===== config.mk =====
export PLATFORM = sky130hd
export DESIGN_NAME = btn4_debounce_flat
export DESIGN_NICKNAME = d
export VERILOG_FILES = /design/src/rtl/btn4_debounce_pkg.sv /design/src/rtl/btn4_debounce_if.sv /design/src/rtl/btn_deb_ch.sv /design/src/rtl/btn4_debounce.sv /design/src/flat_wrapper.sv
export SDC_FILE = /design/constraint.sdc
export NUM_CORES = 1
export LEC_CHECK = 0
export ABC_AREA = 1
export CORE_AREA = 2 2 73 75
export DETAILED_ROUTE_END_ITERATION = 6
export DIE_AREA = 0 0 75 77
export PLACE_DENSITY = 0.77
export SETUP_SLACK_MARGIN = 0.05
export SYNTH_ARGS = -nofsm -noshare
export SYNTH_HDL_FRONTEND = slang
export SYNTH_SLANG_ARGS = --single-unit
export TNS_END_PERCENT = 100

===== constraint.sdc =====
create_clock -name clk -period 1.2 [get_ports clk]
set_input_delay 0.18 -clock clk [delete_from_list [all_inputs] [get_ports clk]]
set_output_delay 0.18 -clock clk [all_outputs]
set_load 0.01 [all_outputs]

===== src/rtl/btn4_debounce_pkg.sv =====
// btn4_pkg: shared definitions for the four-channel push-button conditioner.
//   DCNT_W  - width of the per-channel debounce counter
//   RCNT_W  - width of the per-channel auto-repeat counter
//   NCH     - number of button channels
//   btn_state_t - per-channel press FSM encoding
package btn4_pkg;

  localparam int DCNT_W = 8;
  localparam int RCNT_W = 12;
  localparam int NCH    = 4;

  typedef enum logic [1:0] {
    IDLE   = 2'd0,
    HELD   = 2'd1,
    REPEAT = 2'd2
  } btn_state_t;

endpackage


===== src/rtl/btn4_debounce_if.sv =====
// btn4_debounce_if: button bundle between the raw pins, the 1 ms tick source
// and the conditioner.
//   ce        - 1 ms clock-enable, one clk wide
//   BTN       - raw asynchronous buttons, active-high
//   BTN_LVL   - debounced level per channel
//   BTN_PULSE - one-clk pulse per accepted press and per repeat
// Modports: master drives ce/BTN and observes the outputs; slave is the
// conditioner.
interface btn4_debounce_if;

  logic                      ce;
  logic [btn4_pkg::NCH-1:0]  BTN;
  logic [btn4_pkg::NCH-1:0]  BTN_LVL;
  logic [btn4_pkg::NCH-1:0]  BTN_PULSE;

  modport master (output ce, output BTN, input BTN_LVL, input BTN_PULSE);
  modport slave  (input ce, input BTN, output BTN_LVL, output BTN_PULSE);

endinterface


===== src/rtl/btn_deb_ch.sv =====
// btn_deb_ch: one push-button channel.
//   2-flop synchroniser -> debounce counter on ce -> press FSM with optional
//   auto-repeat. Macro BTN_AUTOREPEAT_EN compiles in the repeat counter and the
//   REPEAT state; without it a held button yields a single press pulse.
// Ports:
//   clk, rst - system clock, synchronous active-high reset
//   ce       - 1 ms tick
//   btn      - raw button input
//   lvl      - debounced level (registered)
//   pulse    - one-clk press / repeat pulse (registered)
//
// state  | meaning
// IDLE   | button released, waiting for debounced rise
// HELD   | pressed, counting the initial repeat delay
// REPEAT | pressed, emitting a pulse every REP_RATE_MS ticks
module btn_deb_ch
  import btn4_pkg::*;
#(
  parameter int DEB_MS       = 20,
  parameter int REP_DELAY_MS = 500,
  parameter int REP_RATE_MS  = 100
) (
  input  logic clk,
  input  logic rst,
  input  logic ce,
  input  logic btn,
  output logic lvl,
  output logic pulse
);

  localparam logic [DCNT_W-1:0] DEB_TC = DCNT_W'(DEB_MS - 1);

  logic              s1, s2;
  logic [DCNT_W-1:0] dcnt;
  logic              deb_hit, rise, fall;
  btn_state_t        state, state_n;
  logic              pulse_n;

  always_ff @(posedge clk) begin
    if (rst) begin
      s1   <= 1'b0;
      s2   <= 1'b0;
      dcnt <= '0;
      lvl  <= 1'b0;
    end else begin
      s1 <= btn;
      s2 <= s1;
      if (s2 == lvl) begin
        dcnt <= '0;
      end else if (ce) begin
        if (dcnt == DEB_TC) begin
          lvl  <= s2;
          dcnt <= '0;
        end else begin
          dcnt <= dcnt + 1'b1;
        end
      end
    end
  end

  // Same condition that flips lvl this cycle, so the FSM and pulse register
  // update on the very edge where lvl changes.
  assign deb_hit = (s2 != lvl) && ce && (dcnt == DEB_TC);
  assign rise    = deb_hit & s2;
  assign fall    = deb_hit & ~s2;

`ifdef BTN_AUTOREPEAT_EN
  localparam logic [RCNT_W-1:0] DLY_TC  = RCNT_W'(REP_DELAY_MS - 1);
  localparam logic [RCNT_W-1:0] RATE_TC = RCNT_W'(REP_RATE_MS - 1);

  logic [RCNT_W-1:0] rcnt, rcnt_n;
`else
  // Repeat timing has no effect when auto-repeat is compiled out.
  logic unused_rep;
  assign unused_rep = ^{REP_DELAY_MS, REP_RATE_MS};
`endif

  always_ff @(posedge clk) begin
    if (rst) begin
      state <= IDLE;
      pulse <= 1'b0;
`ifdef BTN_AUTOREPEAT_EN
      rcnt  <= '0;
`endif
    end else begin
      state <= state_n;
      pulse <= pulse_n;
`ifdef BTN_AUTOREPEAT_EN
      rcnt  <= rcnt_n;
`endif
    end
  end

  always_comb begin
    state_n = state;
    pulse_n = 1'b0;
`ifdef BTN_AUTOREPEAT_EN
    rcnt_n  = rcnt;
`endif
    if (fall) begin
      // release wins over any pending repeat in the same cycle
      state_n = IDLE;
`ifdef BTN_AUTOREPEAT_EN
      rcnt_n  = '0;
`endif
    end else begin
      case (state)
        IDLE: begin
          if (rise) begin
            state_n = HELD;
            pulse_n = 1'b1;
`ifdef BTN_AUTOREPEAT_EN
            rcnt_n  = '0;
`endif
          end
        end
        HELD: begin
`ifdef BTN_AUTOREPEAT_EN
          if (ce) begin
            if (rcnt == DLY_TC) begin
              pulse_n = 1'b1;
              rcnt_n  = '0;
              state_n = REPEAT;
            end else begin
              rcnt_n = rcnt + 1'b1;
            end
          end
`else
          state_n = HELD;
`endif
        end
`ifdef BTN_AUTOREPEAT_EN
        REPEAT: begin
          if (ce) begin
            if (rcnt == RATE_TC) begin
              pulse_n = 1'b1;
              rcnt_n  = '0;
            end else begin
              rcnt_n = rcnt + 1'b1;
            end
          end
        end
`endif
        default: state_n = IDLE;
      endcase
    end
  end

endmodule


===== src/rtl/btn4_debounce.sv =====
// btn4_debounce: four independent push-button conditioners for the digit
// up/down counters. Each channel is synchronised, debounced on the 1 ms ce
// tick and produces a clean level plus a single-clk press pulse.
// Optional auto-repeat: define BTN_AUTOREPEAT_EN.
// Ports:
//   clk - system clock
//   rst - synchronous active-high reset
//   bus - btn4_debounce_if.slave (ce, BTN in; BTN_LVL, BTN_PULSE out)
// Parameters: DEB_MS (1..255), REP_DELAY_MS (1..4095), REP_RATE_MS (1..4095).
module btn4_debounce
  import btn4_pkg::*;
#(
  parameter int DEB_MS       = 20,
  parameter int REP_DELAY_MS = 500,
  parameter int REP_RATE_MS  = 100
) (
  input  logic            clk,
  input  logic            rst,
  btn4_debounce_if.slave  bus
);

  logic [NCH-1:0] lvl_w;
  logic [NCH-1:0] pulse_w;

  for (genvar i = 0; i < NCH; i++) begin : g_ch
    btn_deb_ch #(
      .DEB_MS       (DEB_MS),
      .REP_DELAY_MS (REP_DELAY_MS),
      .REP_RATE_MS  (REP_RATE_MS)
    ) u_ch (
      .clk   (clk),
      .rst   (rst),
      .ce    (bus.ce),
      .btn   (bus.BTN[i]),
      .lvl   (lvl_w[i]),
      .pulse (pulse_w[i])
    );
  end

  assign bus.BTN_LVL   = lvl_w;
  assign bus.BTN_PULSE = pulse_w;

endmodule


===== src/flat_wrapper.sv =====
// flat-port wrapper written by rule: the top's interface ports become plain ports
module btn4_debounce_flat import btn4_pkg::*;
#(
  parameter int DEB_MS       = 20,
  parameter int REP_DELAY_MS = 500,
  parameter int REP_RATE_MS  = 100
)
  (clk, rst, bus_ce, bus_BTN, bus_BTN_LVL, bus_BTN_PULSE);
  btn4_debounce_if bus_i ();
  input  logic clk;
  input  logic rst;
  input wire logic [$bits(bus_i.ce)-1:0] bus_ce;
  input wire logic [$bits(bus_i.BTN)-1:0] bus_BTN;
  output wire logic [$bits(bus_i.BTN_LVL)-1:0] bus_BTN_LVL;
  output wire logic [$bits(bus_i.BTN_PULSE)-1:0] bus_BTN_PULSE;
  assign bus_i.ce = bus_ce;
  assign bus_i.BTN = bus_BTN;
  assign bus_BTN_LVL = bus_i.BTN_LVL;
  assign bus_BTN_PULSE = bus_i.BTN_PULSE;
  btn4_debounce #(.DEB_MS(DEB_MS), .REP_DELAY_MS(REP_DELAY_MS), .REP_RATE_MS(REP_RATE_MS)) u_core (.clk(clk), .rst(rst), .bus(bus_i));
endmodule

* After elaboration in Yosys (flattened, before gate mapping)
Cells that the tools add are included.
** Storage, ports and cells
- Flip-flop bits (word level) :: 56
- Input bits :: 7
- Output and inout port bits :: 8
- Word-level logic and storage cells :: 112
** Cells by class
- Add/subtract/negate cells :: 4
- Equal/unequal tests :: 20
- Muxes and demuxes :: 16
- Bitwise operators :: 20
- Reduce and logical (&&, ||, !) cells :: 28
** Operators with widths (count)
- 8-bit by 1-bit adder with 8-bit output, second input constant :: 4
- 8-bit by 5-bit == test with 1-bit output, second input constant :: 4
- 8-bit two-way mux :: 4
- 2-bit case mux with 2 select lines :: 4
- 2-bit OR reduction :: 8
- 1-bit inverter :: 12
- 3-bit AND reduction :: 4
- 3-bit OR reduction :: 4
- 1-bit AND :: 8
- 2-bit by 1-bit == test with 1-bit output, second input constant :: 4
- 1-bit logical AND :: 8
- 2-bit logical NOT :: 4
- 2-bit two-way mux :: 4
- 2-bit inequality test, second input constant :: 4
- 1-bit == test :: 4
- 1-bit two-way mux :: 4
- 1-bit inequality test :: 4

* Longest topological paths before layout
- Word-level depth :: 6
- Gate-level depth with buffers :: 7
- Depth with buffers taken out :: 7

* By module
A second synthesis with hierarchy kept.
** Second synthesis, totals
- Cells, all modules :: 340
- Area, all modules :: 2392.3 um2
** By module, submodules not included
- btn_deb_ch :: instances 4, cells an instance 85, area an instance 598.1 um2, seq. area each 260.2 um2

* Least setup slack after synthesis
No wires, ideal clock.
- Path type :: register to register
- From :: register u_core.g_ch[3].u_ch.dcnt[0]
- To :: register u_core.g_ch[3].u_ch.dcnt[3]
- Library setup time :: 119 ps
- Arrival :: 1064 ps
- Data required time :: 1081 ps
- Setup slack :: 17 ps
- Cell stages (with the launch flop) :: 7
- Path buffers :: 0
- Clock period less this slack :: 1183 ps
- Path through :: dfxtp_1 -> ha_1 -> nand3_1 -> nor2_1 -> nand2_1 -> nand2_1 -> nor2_1
** On the way
- Cells in the longest elaborated chain, start to end :: 2
- Elaborated cells between the ends (all ways) :: 3
- Those cells by class :: add/sub: 1; eq/ne: 1; mux: 1
** RTL lines
- start: declaration :: RTL line btn_deb_ch.sv:34 : logic [DCNT_W-1:0] dcnt;
- start signal: assignment :: RTL line btn_deb_ch.sv:55 : dcnt <= dcnt + 1'b1;
- 8-bit by 1-bit adder with 8-bit output or 8-bit by 5-bit == test with 1-bit output (tied branches) :: RTL line btn_deb_ch.sv:55, btn_deb_ch.sv:51
- 8-bit two-way mux (*) :: RTL line btn_deb_ch.sv:51 : if (dcnt == DEB_TC) begin
Every way passes the cells marked *; elsewhere a longest branch is shown, timed or not.
A chain may end at the register's enable or synchronous reset.

* Final worst setup path
- From :: register u_core.g_ch[3].u_ch.dcnt[0]
- To :: register u_core.g_ch[3].u_ch.dcnt[7]
Same word-level chain as after synthesis.

==> impl_metrics.toml <==
[cells_and_area]
n_antenna_cell = 0
regArea_mm2 = 0.00107
final_common_cell = "nor2_1"
final_cell_mix = "nor2_1, nand2_1, inv_1"
drive_gt1_share_pct = 27.8
fin_area_mm2 = 0.00331
multi_input_area_mm2 = 0.00139
nNetsFinal = 438
final_core_util_pct = 66.6
fillers = 414
area_growth_pct = 28.4

[routing]
avgRoutedWirePerCell_um = 11.2
drc_errors = 0
vias_per_cell = 4.75
vias = 2367
drt_pass1_iterations = 4
ant_nets = 0
drt-total-wl_um = 5590
drt_iter0_markers = 90

[timing]
fmax_ghz = 0.853
fin_crit_sh_pct = 97.6
fin_tns_setup_ns = 0
finalMaxSlewViolations = 0
hold_viol = 0
max-slew-margin-rel_pct = 82.3
rsz0062_at_grt = "true"
setup_viol = 0
fin_crit_ns = 1.17
skew_ns = 0.00460
max_slew.worst_pin.slew_ns = 0.263

[global_route]
grt_first_pass_wirelength_um = 8960
grt_pass1_vias = 2190
grt_max_degree = 17
track_usage_pct = 19.6
gr-total-overflow = 0
antenna_found_initial = 0

[floorplan]
initial_utilization_pct = 51.9
num_io_pins = 15
die_w_um = 75
core_mm2 = 0.00498
die_area_mm2 = 0.00578
die_y_um = 77
rows = 26

[logic_synthesis]
yosys.area_share.simple_pct = 36.5
avgSynthCellArea_um2 = 6.70
synth_ff_type = "dfxtp_1"
synth_cell_type_count = 27
synth_area_leaders = "dfxtp_1, nor2_1, nand2_1, inv_1, nand3_1"
synthAdderAreaFrac_pct = 1.94
ys_seq_area_share_pct = 40.3
synth-seq-cells = 52
synth_top_family_by_area = "simple AND/OR/NAND/NOR gates"
synth_area_mm2 = 0.00258
synthArstFlopShare_pct = 0
synth_cells = 385
synth.area.mux_share_pct = 0.388
synth-edff-count = 0
syn-num-nets = 396
synth_compound_area_share_pct = 2.81
synthXorXnorAreaFrac_pct = 5.09
yosys.area.top_type = "dfxtp_1"
yosysWarnings = 0
synth_top_area_share_pct = 40.3

[placement]
numPortBuffers = 14
gp_congestion = 0.825
hpwl_um = 3630
post_dp_cell_area_mm2 = 0.00296

[setup_path]
critPathKind = "flop to flop"
cp_data_required_time_ns = 1.41
end_kind = "flop"
cp.arrival_ns = 1.38
startpoint_type = "flop"
path_max_fanout = 6

[clock_network]
clk_pin_slew_worst_paths_ns = 0.09
insertion_delay_ns = 0.31
root_buffer = "clkbuf_8"
numCtsBuffers = 5
clkSinkCount = 52
cts_buffer_depth = 2
tritoncts = "done"
ctsHtreeMaxLevel = 2

[pwr]
max-vdd-ir-drop_v = 0.000768
sequentialPowerShare_pct = 58.4
power_density_mw_per_mm2 = 901
power_leakage_uw = 0.00136
power_switching_uw = 688
p_clk_share_pct = 35.4
p_comb_share_pct = 6.2
p_int_uw = 2300
p_sw_share_pct = 23.1
power_uw = 2980

[flow_run]
cap_violations = 0

[run_status]
status = "complete, no violations"

[hold_path]
hold_path.class = "input port to flop"
## kinds of logic after synthesis
family | count (synthesis)
adders and majority gates | 4
muxes | 1
DFF | 52
buffers and inverters | 75
AOI/OAI and AO/OA | 14
xor gates and xnor gates | 15
and+or+nand+nor | 224
## final timing paths
check	startpoint	to	slack, ns	cells after the start
min reg2reg	u_core.g_ch[0].u_ch.s1$_SDFF_PP0_	u_core.g_ch[0].u_ch.s2$_SDFF_PP0_	0.40	2
max reg2reg	u_core.g_ch[3].u_ch.dcnt[0]$_SDFFE_PP0P_	u_core.g_ch[3].u_ch.dcnt[7]$_SDFFE_PP0P_	0.03	6
max	u_core.g_ch[3].u_ch.dcnt[0]$_SDFFE_PP0P_	u_core.g_ch[3].u_ch.dcnt[7]$_SDFFE_PP0P_	0.03	6
min	bus_BTN[0]	u_core.g_ch[0].u_ch.s1$_SDFF_PP0_	0.38	3
## power by group through the flow
stage	Sequential [µW]	Combinational (µW)	Clock [µW]
finish	1740	185	1060
detailed placement	1790	161	0
global route	1750	203	1150
CTS	1750	176	1100
floorplan	1790	87.7	0
global placement	1790	158	0
## state kept, by name (all words and copies together) (netlist names)
name / count
u_core.g_ch.u_ch.dcnt: 32
u_core.g_ch.u_ch.s2: 4
u_core.g_ch.u_ch.s1: 4
u_core.g_ch.u_ch.state: 4
u_core.g_ch.u_ch.pulse: 4
u_core.g_ch.u_ch.lvl: 4
## area by class of cell
class	instances	area share [%]
Sequential cell	52	32.4
Multi-Input combinational cell	258	42.1
Timing Repair Buffer	48	12.9
Tap cell	70	2.64
Clock inverter	2	0.453
Clock buffer	6	2.49
Inverter	62	7.02
## synth_stat cells (2+ instances only)
library cell  count
buf_6             2
nor2_4            2
ha_1              4
nor2_1           91
nor2_2            4
nand3_1          22
a21oi_1           2
inv_2             3
nand2_2           4
inv_1            59
buf_4            10
nor3_1            5
o21ai_1           7
dfxtp_1          52
nand2_1          84
or2_2             2
nand4_1           6
xor2_1           12
xnor2_1           3
o21ai_0           4
## critical path, cell delays in order (launching register included)
cell	delay (ns)
dfxtp_4	0.38
ha_4	0.15
nand3_2	0.08
nor2_2	0.19
nand2_2	0.11
nand2_4	0.11
nor2_1	0.05
## routing by layer
| layer | wire, µm | global-route usage (%) | up-vias |
|---|---|---|---|
| met1 | 2460 | 23.6 | 1065 |
| met2 | 2870 | 33.3 | 48 |
| met4 | 85 | 6.43 | 0 |
| met5 | 0 | 0 | - |
| li1 | - | - | 1244 |
| met3 | 179 | 4.60 | 10 |
## stage by stage
| stage | instances | hold WS (ns) | setup WS (ns) |
|---|---|---|---|
| 3_3_place_gp | 487 | 0.390 | -0.269 |
| 5_1_grt | 498 | 0.418 | -0.0290 |
| 2_1_floorplan | 385 | 0.287 | 0.0638 |
| 3_5_place_dp | 487 | 0.396 | -0.307 |
| 6_report | 498 | 0.379 | 0.0283 |
| 4_1_cts | 496 | 0.367 | 0.0508 |
## repair_timing
item | 4_1_cts | 5_1_grt
pin swaps | 9 | 28
endpoints found under the setup margin | 33 | 39
gates cloned | 1 | 0
hold buffers | 0 | 0
setup buffers | 0 | 2
gates resized for setup | 30 | 58
endpoints found under the hold margin | 0 | 0
Note: power is estimated with default switching activity, not from simulation.
